===== config.mk =====
export PLATFORM = sky130hd
export DESIGN_NAME = aes_key_sched_ctrl_flat
export DESIGN_NICKNAME = d
export VERILOG_FILES = /design/src/rtl/aes_key_sched_ctrl_if.sv /design/src/rtl/aes_key_sched_ctrl.sv /design/src/flat_wrapper.sv
export SDC_FILE = /design/constraint.sdc
export NUM_CORES = 2
export LEC_CHECK = 0
export ABC_AREA = 1
export CORE_AREA = 2 2 340 342
export DETAILED_ROUTE_END_ITERATION = 7
export DIE_AREA = 0 0 342 344
export GPL_TIMING_DRIVEN = 0
export PLACE_DENSITY_LB_ADDON = 0.25
export SETUP_SLACK_MARGIN = 0.15
export SYNTH_ARGS = -nofsm -noshare
export SYNTH_HDL_FRONTEND = slang
export SYNTH_SLANG_ARGS = --single-unit

===== constraint.sdc =====
create_clock -name i_clk -period 14.75 [get_ports i_clk]
set_input_delay 1.475 -clock i_clk [delete_from_list [all_inputs] [get_ports i_clk]]
set_output_delay 1.475 -clock i_clk [all_outputs]
set_load 0.005 [all_outputs]

===== src/rtl/aes_key_sched_ctrl_if.sv =====
// Bundle of key-load, key-generator and round-key read signals around the key schedule controller.
// The slave modport is the controller's view; master is the view of the surrounding logic.
interface aes_key_sched_ctrl_if #(
    parameter int KEY_W = 128
);
    logic             i_key_valid;
    logic             o_key_ready;
    logic [KEY_W-1:0] i_key;
    logic [KEY_W-1:0] o_pre_rnd_key;
    logic             o_en_key_gen;
    logic [3:0]       o_round_num;
    logic [KEY_W-1:0] i_next_rnd_key;
    logic             o_busy;
    logic             o_done;
    logic             o_keys_valid;
    logic             i_rd_en;
    logic [3:0]       i_rd_addr;
    logic [KEY_W-1:0] o_rd_key;
    logic             o_rd_valid;
    logic             o_rd_err;

    modport slave (
        input  i_key_valid, i_key, i_next_rnd_key, i_rd_en, i_rd_addr,
        output o_key_ready, o_pre_rnd_key, o_en_key_gen, o_round_num,
               o_busy, o_done, o_keys_valid, o_rd_key, o_rd_valid, o_rd_err
    );

    modport master (
        output i_key_valid, i_key, i_next_rnd_key, i_rd_en, i_rd_addr,
        input  o_key_ready, o_pre_rnd_key, o_en_key_gen, o_round_num,
               o_busy, o_done, o_keys_valid, o_rd_key, o_rd_valid, o_rd_err
    );
endinterface


===== src/rtl/aes_key_sched_ctrl.sv =====
// AES round-key schedule sequencer: drives an external combinational key generator one round
// per cycle, buffers round keys 0..NUM_ROUNDS and serves them through a registered read port.
module aes_key_sched_ctrl #(
    parameter int KEY_W      = 128,
    parameter int NUM_ROUNDS = 10
) (
    input  logic                 i_clk,
    input  logic                 i_rst,
    aes_key_sched_ctrl_if.slave  bus
);
    typedef enum logic {IDLE, EXPAND} state_t;

    state_t           state;
    logic [3:0]       rnd_cnt;
    logic [KEY_W-1:0] work_key;
    logic             key_ready;
    logic             busy;
    logic             en_key_gen;
    logic             done;
    logic             keys_valid;
    logic [KEY_W-1:0] rd_key;
    logic             rd_valid;
    logic             rd_err;
    logic [KEY_W-1:0] key_buf [NUM_ROUNDS+1];

    logic key_fire;
    logic last_rnd;
    logic rd_ok;

    assign key_fire = bus.i_key_valid && key_ready;
    assign last_rnd = (rnd_cnt == 4'(NUM_ROUNDS));
    assign rd_ok    = bus.i_rd_en && keys_valid && (bus.i_rd_addr <= 4'(NUM_ROUNDS));

    // Sequencer: every output is a register so the key generator sees clean, glitch-free controls
    always_ff @(posedge i_clk) begin
        if (i_rst) begin
            state      <= IDLE;
            rnd_cnt    <= '0;
            work_key   <= '0;
            key_ready  <= 1'b1;
            busy       <= 1'b0;
            en_key_gen <= 1'b0;
            done       <= 1'b0;
            keys_valid <= 1'b0;
        end else begin
            done <= 1'b0;
            case (state)
                IDLE: begin
                    if (key_fire) begin
                        work_key   <= bus.i_key;
                        rnd_cnt    <= 4'd1;
                        keys_valid <= 1'b0;
                        key_ready  <= 1'b0;
                        busy       <= 1'b1;
                        en_key_gen <= 1'b1;
                        state      <= EXPAND;
                    end
                end
                EXPAND: begin
                    work_key <= bus.i_next_rnd_key;
                    if (last_rnd) begin
                        rnd_cnt    <= '0;
                        done       <= 1'b1;
                        keys_valid <= 1'b1;
                        key_ready  <= 1'b1;
                        busy       <= 1'b0;
                        en_key_gen <= 1'b0;
                        state      <= IDLE;
                    end else begin
                        rnd_cnt <= rnd_cnt + 4'd1;
                    end
                end
                default: state <= IDLE;
            endcase
        end
    end

    // Key buffer: data only, contents are meaningless until keys_valid is set
    always_ff @(posedge i_clk) begin
        if (state == IDLE) begin
            if (key_fire) key_buf[0] <= bus.i_key;
        end else begin
            key_buf[rnd_cnt] <= bus.i_next_rnd_key;
        end
    end

    // Read port: one-cycle latency; uses pre-edge keys_valid so a re-key edge still returns the old schedule
    always_ff @(posedge i_clk) begin
        if (i_rst) begin
            rd_key   <= '0;
            rd_valid <= 1'b0;
            rd_err   <= 1'b0;
        end else begin
            rd_valid <= rd_ok;
            rd_err   <= bus.i_rd_en && !rd_ok;
            if (bus.i_rd_en) rd_key <= rd_ok ? key_buf[bus.i_rd_addr] : '0;
        end
    end

    assign bus.o_key_ready   = key_ready;
    assign bus.o_busy        = busy;
    assign bus.o_en_key_gen  = en_key_gen;
    assign bus.o_round_num   = rnd_cnt;
    assign bus.o_pre_rnd_key = work_key;
    assign bus.o_done        = done;
    assign bus.o_keys_valid  = keys_valid;
    assign bus.o_rd_key      = rd_key;
    assign bus.o_rd_valid    = rd_valid;
    assign bus.o_rd_err      = rd_err;
endmodule


===== src/flat_wrapper.sv =====
// flat-port wrapper written by rule: the top's interface ports become plain ports
module aes_key_sched_ctrl_flat 
#(
    parameter int KEY_W      = 128,
    parameter int NUM_ROUNDS = 10
)
  (i_clk, i_rst, bus_i_key_valid, bus_i_key, bus_i_next_rnd_key, bus_i_rd_en, bus_i_rd_addr, bus_o_key_ready, bus_o_pre_rnd_key, bus_o_en_key_gen, bus_o_round_num, bus_o_busy, bus_o_done, bus_o_keys_valid, bus_o_rd_key, bus_o_rd_valid, bus_o_rd_err);
  aes_key_sched_ctrl_if #(.KEY_W(KEY_W)) bus_i ();
  input  logic i_clk;
  input  logic i_rst;
  input wire logic [$bits(bus_i.i_key_valid)-1:0] bus_i_key_valid;
  input wire logic [$bits(bus_i.i_key)-1:0] bus_i_key;
  input wire logic [$bits(bus_i.i_next_rnd_key)-1:0] bus_i_next_rnd_key;
  input wire logic [$bits(bus_i.i_rd_en)-1:0] bus_i_rd_en;
  input wire logic [$bits(bus_i.i_rd_addr)-1:0] bus_i_rd_addr;
  output wire logic [$bits(bus_i.o_key_ready)-1:0] bus_o_key_ready;
  output wire logic [$bits(bus_i.o_pre_rnd_key)-1:0] bus_o_pre_rnd_key;
  output wire logic [$bits(bus_i.o_en_key_gen)-1:0] bus_o_en_key_gen;
  output wire logic [$bits(bus_i.o_round_num)-1:0] bus_o_round_num;
  output wire logic [$bits(bus_i.o_busy)-1:0] bus_o_busy;
  output wire logic [$bits(bus_i.o_done)-1:0] bus_o_done;
  output wire logic [$bits(bus_i.o_keys_valid)-1:0] bus_o_keys_valid;
  output wire logic [$bits(bus_i.o_rd_key)-1:0] bus_o_rd_key;
  output wire logic [$bits(bus_i.o_rd_valid)-1:0] bus_o_rd_valid;
  output wire logic [$bits(bus_i.o_rd_err)-1:0] bus_o_rd_err;
  assign bus_i.i_key_valid = bus_i_key_valid;
  assign bus_i.i_key = bus_i_key;
  assign bus_i.i_next_rnd_key = bus_i_next_rnd_key;
  assign bus_i.i_rd_en = bus_i_rd_en;
  assign bus_i.i_rd_addr = bus_i_rd_addr;
  assign bus_o_key_ready = bus_i.o_key_ready;
  assign bus_o_pre_rnd_key = bus_i.o_pre_rnd_key;
  assign bus_o_en_key_gen = bus_i.o_en_key_gen;
  assign bus_o_round_num = bus_i.o_round_num;
  assign bus_o_busy = bus_i.o_busy;
  assign bus_o_done = bus_i.o_done;
  assign bus_o_keys_valid = bus_i.o_keys_valid;
  assign bus_o_rd_key = bus_i.o_rd_key;
  assign bus_o_rd_valid = bus_i.o_rd_valid;
  assign bus_o_rd_err = bus_i.o_rd_err;
  aes_key_sched_ctrl #(.KEY_W(KEY_W), .NUM_ROUNDS(NUM_ROUNDS)) u_core (.i_clk(i_clk), .i_rst(i_rst), .bus(bus_i));
endmodule

# Word level (Yosys, flattened, before mapping)
# Memories as Yosys holds them, arrays and structs flattened.
# Cells that the tools add are included.
# totals
ram_bits,1408
n_memories,1
word_cells,47
ff_bits,267
inputBits,264
# classes
addsub,1
bitwise,1
reduce_logical,8
eq_ne,3
n_lt_le_gt_ge,1
n_mux,22
# mem_list
memory,depth,width,rd,rd_ports_with_merged_regs,wr,line_no,text
u_core.key_buf,11,128,1,0,1,aes_key_sched_ctrl.sv:24,logic [KEY_W-1:0] key_buf [NUM_ROUNDS+1];
# op_table
op,count
128-bit 2-to-1 mux,3
128-bit one-hot mux with 2 select lines,1
128-bit OR reduction,1
4-bit 2-to-1 mux,3
1-bit 2-to-1 mux,11
4-bit one-hot mux with 2 select lines,1
1-bit one-hot mux with 2 select lines,3
4-bit by 1-bit adder with 4-bit output (second input constant),1
4-bit == test (second input constant),1
4-bit <= comparator (second input constant),1
1-bit logical AND,4
2-bit by 1-bit != test with 1-bit output (second input constant),1
2-bit != test (second input constant),1
2-bit AND reduction,1
2-bit OR reduction,1
1-bit zero test,1
1-bit inverter,1

# Depth between registers and ports, before layout
# depth
ltp_word,5
ltp_mapped,10
depth_no_buf,7

# Least setup slack after synthesis
# OpenSTA, ideal clock, no wires.
# synth_path
kind,input to register
startpoint,in bus_i_key_valid
endpoint,"mem u_core.key_buf[0][0], enable pin"
cell_stages,5
t_arrival_ns,10.528
setup_slack_ns,3.450
path_buffers,1
required_ns,13.978
cell_sequence,nand2_1 nand2_2 buf_2 inv_1 nor3_1
# synth_via
elab_chain_len,5
# synth_rtl
item,line_no,text
"start, declared",flat_wrapper.sv:11,input wire logic [$bits(bus_i.i_key_valid)-1:0] bus_i_key_valid;
1-bit logical AND,aes_key_sched_ctrl.sv:30,assign key_fire = bus.i_key_valid && key_ready;
1-bit 2-to-1 mux,aes_key_sched_ctrl.sv:81,if (key_fire) key_buf[0] <= bus.i_key;
1-bit 2-to-1 mux,aes_key_sched_ctrl.sv:80,if (state == IDLE) begin
1-bit 2-to-1 mux (not written as such),aes_key_sched_ctrl.sv:81,
1-bit 2-to-1 mux (no source line),n/a,
"end, declared",aes_key_sched_ctrl.sv:24,
# No other way between the ends.

# Worst setup path after layout
# layout_path
startpoint,reg u_core.state
endpoint,"mem u_core.key_buf[8][80], enable pin"
# layout_via
elab_chain_len,3
elab_cells_between_ends,6
# layout_rtl
item,line_no,text
"start, declared",aes_key_sched_ctrl.sv:13,state_t state;
"start signal, assigned",aes_key_sched_ctrl.sv:37,state <= IDLE;
"start signal, assigned",aes_key_sched_ctrl.sv:56,state <= EXPAND;
"start signal, assigned",aes_key_sched_ctrl.sv:68,state <= IDLE;
"1-bit 2-to-1 mux, on equally long branches","aes_key_sched_ctrl.sv:83, aes_key_sched_ctrl.sv:80",
128-bit OR reduction (no source line) / 1-bit 2-to-1 mux (equally long branches),n/a,
4-bit 2-to-1 mux (no source line) / 1-bit 2-to-1 mux (equally long branches),n/a,
# Several ways; a longest one is shown, not always the timed one.

==> summary.md <==
| Metric | Value |
|---|---|
| Post-route minimum period | `around 4.2 ns` |
| Fmax achieved | `approximately 240 MHz` |
| Adder-Cell Fraction of Synth Area | `0.000382` |
| CTS tree | `yes` |
| Critical path arrival | `about 4.7 ns` |
| Fraction of synthesized area in multiplexers | `0` |
| Final period util | `0.285` |
| Status | `completed` |
| Final HPWL from detailed placement | `129000 µm` |
| GRT Total Usage | `0.319` |
| Die X | `about 340 µm` |
| # port buffers | `approximately 530` |
| Largest stage delay, worst path | `0.74 ns` |
| GPL Wtd Cong | `between 0.8 and 0.9` |
| Top post-synthesis cells by area | `edfxtp_1 (64%), nand2_1 (9.6%), dfxtp_1 (8.2%)` |
| Slowest cell on crit path | `buf_2` |
| Max-slew violations | `0` |
| Setup violations, final | `0` |
| Cts repair resizes | `0` |
| Router iterations before antenna repair | `8` |
| Fin area | `roughly 80000 µm²` |
| # clock sinks | `1675` |
| TritonCTS buffer count | `163` |
| WL final | `about 190000 µm` |
| Post-Place Cell Area | `between 70000 and 80000 µm²` |
| DR WL/cell | `23.4 µm` |
| XOR/XNOR share of the synthesized area | `0` |
| Cells after Synth | `5729` |
| Crit path cell chain | `buf_2 -> inv_2 -> buf_2 -> a21oi_1 -> nor3_2 -> buf_6 -> buf_8 -> buf_6 -> buf_6 -> buf_6` |
| Core ar. | `approximately 110000 µm²` |
| Crit Path Category | `register to register` |
| GRT overflow | `0` |
| Yosys reg bits | `around 1700` |
| Max_slew headroom | `0.0682` |
| Residual DRC | `0` |
| Post-CTS Setup Inserts | `0` |
| First-pass GRT wire length | `279000 µm` |
| Synth top area share | `0.645` |
| Via count | `approximately 49000` |
| Peak supply drop | `around 100 µV` |
| Die area | `between 100000 and 150000 µm²` |
| WP buf/inv | `8` |
| Area delta synth->final | `21.2%` |
| Cells on worst reg2reg path | `10` |
| Fillers | `approximately 7700` |
| Clk_lat worst skew | `0.77 ns` |
| Sequential area share after synthesis | `0.726` |
| Worst Tran Pin Value | `1.40 ns` |
| Worst hold path class | `register to register` |
| Largest net degree at the start of global routing | `33` |
| PD cells | `132 nW/µm²` |
| Number of global-route vias before repair | `roughly 47000` |
| Clk slew on worst S/H paths | `0.06 ns` |
| Share of post-route cells with drive strength above 1 | `0.0774` |
| Hold Violations, Final | `0` |
| Hold buffer count at CTS | `0` |
| Mapped Nets | `between 5000 and 6000` |
| Crit path max-delay family | `buffers and inverters` |
| Area leader, netlist | `edfxtp_1` |
| CP max FO | `12` |
| Cell mode on critical path | `buf_6` |
| Initial DRC count | `approximately 6100` |
| Antenna-violating nets left | `0` |
| Final Non-Filler Cells | `around 8100` |
| Main combinational cell family by area after synthesis | `simple AND/OR/NAND/NOR gates` |
| Vias per std cell | `roughly 6` |
| Critical Path Source Type | `register` |
| R2r setup slk | `10.55 ns` |
| Compound-gate portion of the synthesized area | `0.0621` |
| Post-Synth Simple-Gate Area | `0.181` |
| Die Ht | `around 340 µm` |
| Synth cell types | `22` |
| Critical Path End Type | `register` |
| WHS Path Cells | `2` |
| Initial antenna violation count | `8` |
| Synthesis Warnings | `0` |
| Clock root cell | `clkbuf_16` |
| CP required | `15.21 ns` |
| Layout Skew | `~0.028 ns` |
| RR Startpoint | `u_core.state$_SDFF_PP0_` |
| FP Rows | `approximately 120` |
| IO Count | `roughly 530` |
| Hold EP | `u_core.bus.o_rd_key[97]$_SDFFE_PP0P_` |
| Unrepaired setup endpoints after global routing | `false` |
| Post-Place Cells | `between 7000 and 8000` |
| Average size of a mapped cell | `11.4 µm²` |
| Htree depth | `4` |
| Initial Util | `0.576` |
| Nets | `approximately 6800` |
| Worst-case clock buffer depth | `3` |
| Hold Path Origin | `u_core.bus.o_rd_key[97]$_SDFFE_PP0P_` |
| Worst R2R End | `u_core.key_buf[8][80]$_DFFE_PP_` |
| Max capacitance violation total | `0` |
| Netlist Area Pre-Place | `roughly 66000 µm²` |
| Pleak | `about 0.028 µW` |
[cell families after synthesis]
family                     after synthesis
adders and majority gates                2
and+or+nand+nor                       2859
buffers and inverters                  413
DFF                                   1675
AOI/OAI and AO/OA                      780
[metrics by stage]
stage	setup TNS (ns)	hold WS (ns)	total power (µW)	utilization	setup slack, ns
finish	0	0.464	10500	0.698	10.55
global route	0	0.484	10800	0.698	10.66
CTS	0	0.467	10500	0.698	10.66
detailed placement	0	0.457	6420	0.651	10.43
global placement	-862.77	0.452	6400	0.639	-3.96
floorplan	0	0.462	5950	-	3.45
[report_power, final]
part	internal, µW	total, µW	switching (µW)
clock	2380	4150	1770
sequential	5340	5380	46.1
combinational	309	961	652
[cells in the mapped netlist, drive strengths merged]
master / n
a31oi: 129
buf: 230
a21oi: 392
a211oi: 1
edfxtp: 1408
nand2: 1681
clkbuf: 167
nor2: 274
nand3: 902
o22ai: 1
nor3: 2
o21ai: 257
dfxtp: 267
inv: 16
ha: 2
[worst max path at each step]
stage / startpoint / to / slack (ns) / depth (start not counted)
global placement: bus_i_key_valid / u_core.key_buf[0][67]$_DFFE_PP_ / -3.96 / 6
floorplan: bus_i_key_valid / u_core.key_buf[0][0]$_DFFE_PP_ / 3.45 / 5
global route: u_core.state$_SDFF_PP0_ / u_core.key_buf[8][79]$_DFFE_PP_ / 10.66 / 10
CTS: u_core.state$_SDFF_PP0_ / u_core.key_buf[8][79]$_DFFE_PP_ / 10.66 / 10
finish: u_core.state$_SDFF_PP0_ / u_core.key_buf[8][80]$_DFFE_PP_ / 10.55 / 10
detailed placement: bus_i_rd_addr[0] / u_core.bus.o_rd_key[84]$_SDFFE_PP0P_ / 10.43 / 11
[worst reg2reg max path: cells and delay by family, from the launching register on]
family,cells,cell delay (ns)
buf+inv,8,2.61
flops,1,0.29
simple gates,1,0.72
compound gates,1,0.28
[sequential cells by signal (all words and copies together), names as in the netlist]
name,flops
u_core.bus.o_busy,1
u_core.bus.o_done,1
u_core.bus.o_key_ready,1
u_core.bus.o_keys_valid,1
u_core.bus.o_pre_rnd_key,128
u_core.bus.o_rd_err,1
u_core.bus.o_rd_key,128
u_core.bus.o_rd_valid,1
u_core.bus.o_round_num,4
u_core.key_buf,1408
u_core.state,1
[layout by cell type, fill, tap and decap left out, types with 24 or more instances in the layout]
| master | instances |
|---|---|
| o21ai_0 | 183 |
| buf_6 | 36 |
| clkbuf_1 | 205 |
| dfxtp_1 | 267 |
| buf_1 | 41 |
| a31oi_1 | 129 |
| nor2_1 | 265 |
| nand3_1 | 901 |
| clkdlybuf4s50_1 | 529 |
| clkbuf_16 | 171 |
| a21oi_1 | 392 |
| o21ai_1 | 74 |
| clkinv_2 | 24 |
| nand2_1 | 1680 |
| buf_2 | 138 |
| edfxtp_1 | 1408 |
| buf_12 | 30 |
| buf_4 | 38 |
| clkinv_1 | 27 |
[layout make-up]
type | instances | area (µm²) | share of cell area
Antenna cell | 4 | 10.0 | 0.000126
Buffer | 397 | 1910 | 0.0241
Clock buffer | 226 | 4610 | 0.0579
Clock inverter | 77 | 726 | 0.00913
Inverter | 16 | 60.1 | 0.000756
Multi-Input combinational cell | 3641 | 16000 | 0.202
Sequential cell | 1675 | 47600 | 0.599
Tap cell | 1512 | 1890 | 0.0238
Timing Repair Buffer | 600 | 6610 | 0.0831
[metal layers]
layer / vias to the layer above / global-route usage / wire length, µm
met5: - / 0 / 23
met4: 4 / 0.145 / 8920
met3: 443 / 0.0720 / 21700
met2: 3008 / 0.506 / 88900
met1: 23300 / 0.424 / 71500
li1: 21800 / - / -
Note: power is estimated with default switching activity, not from simulation.
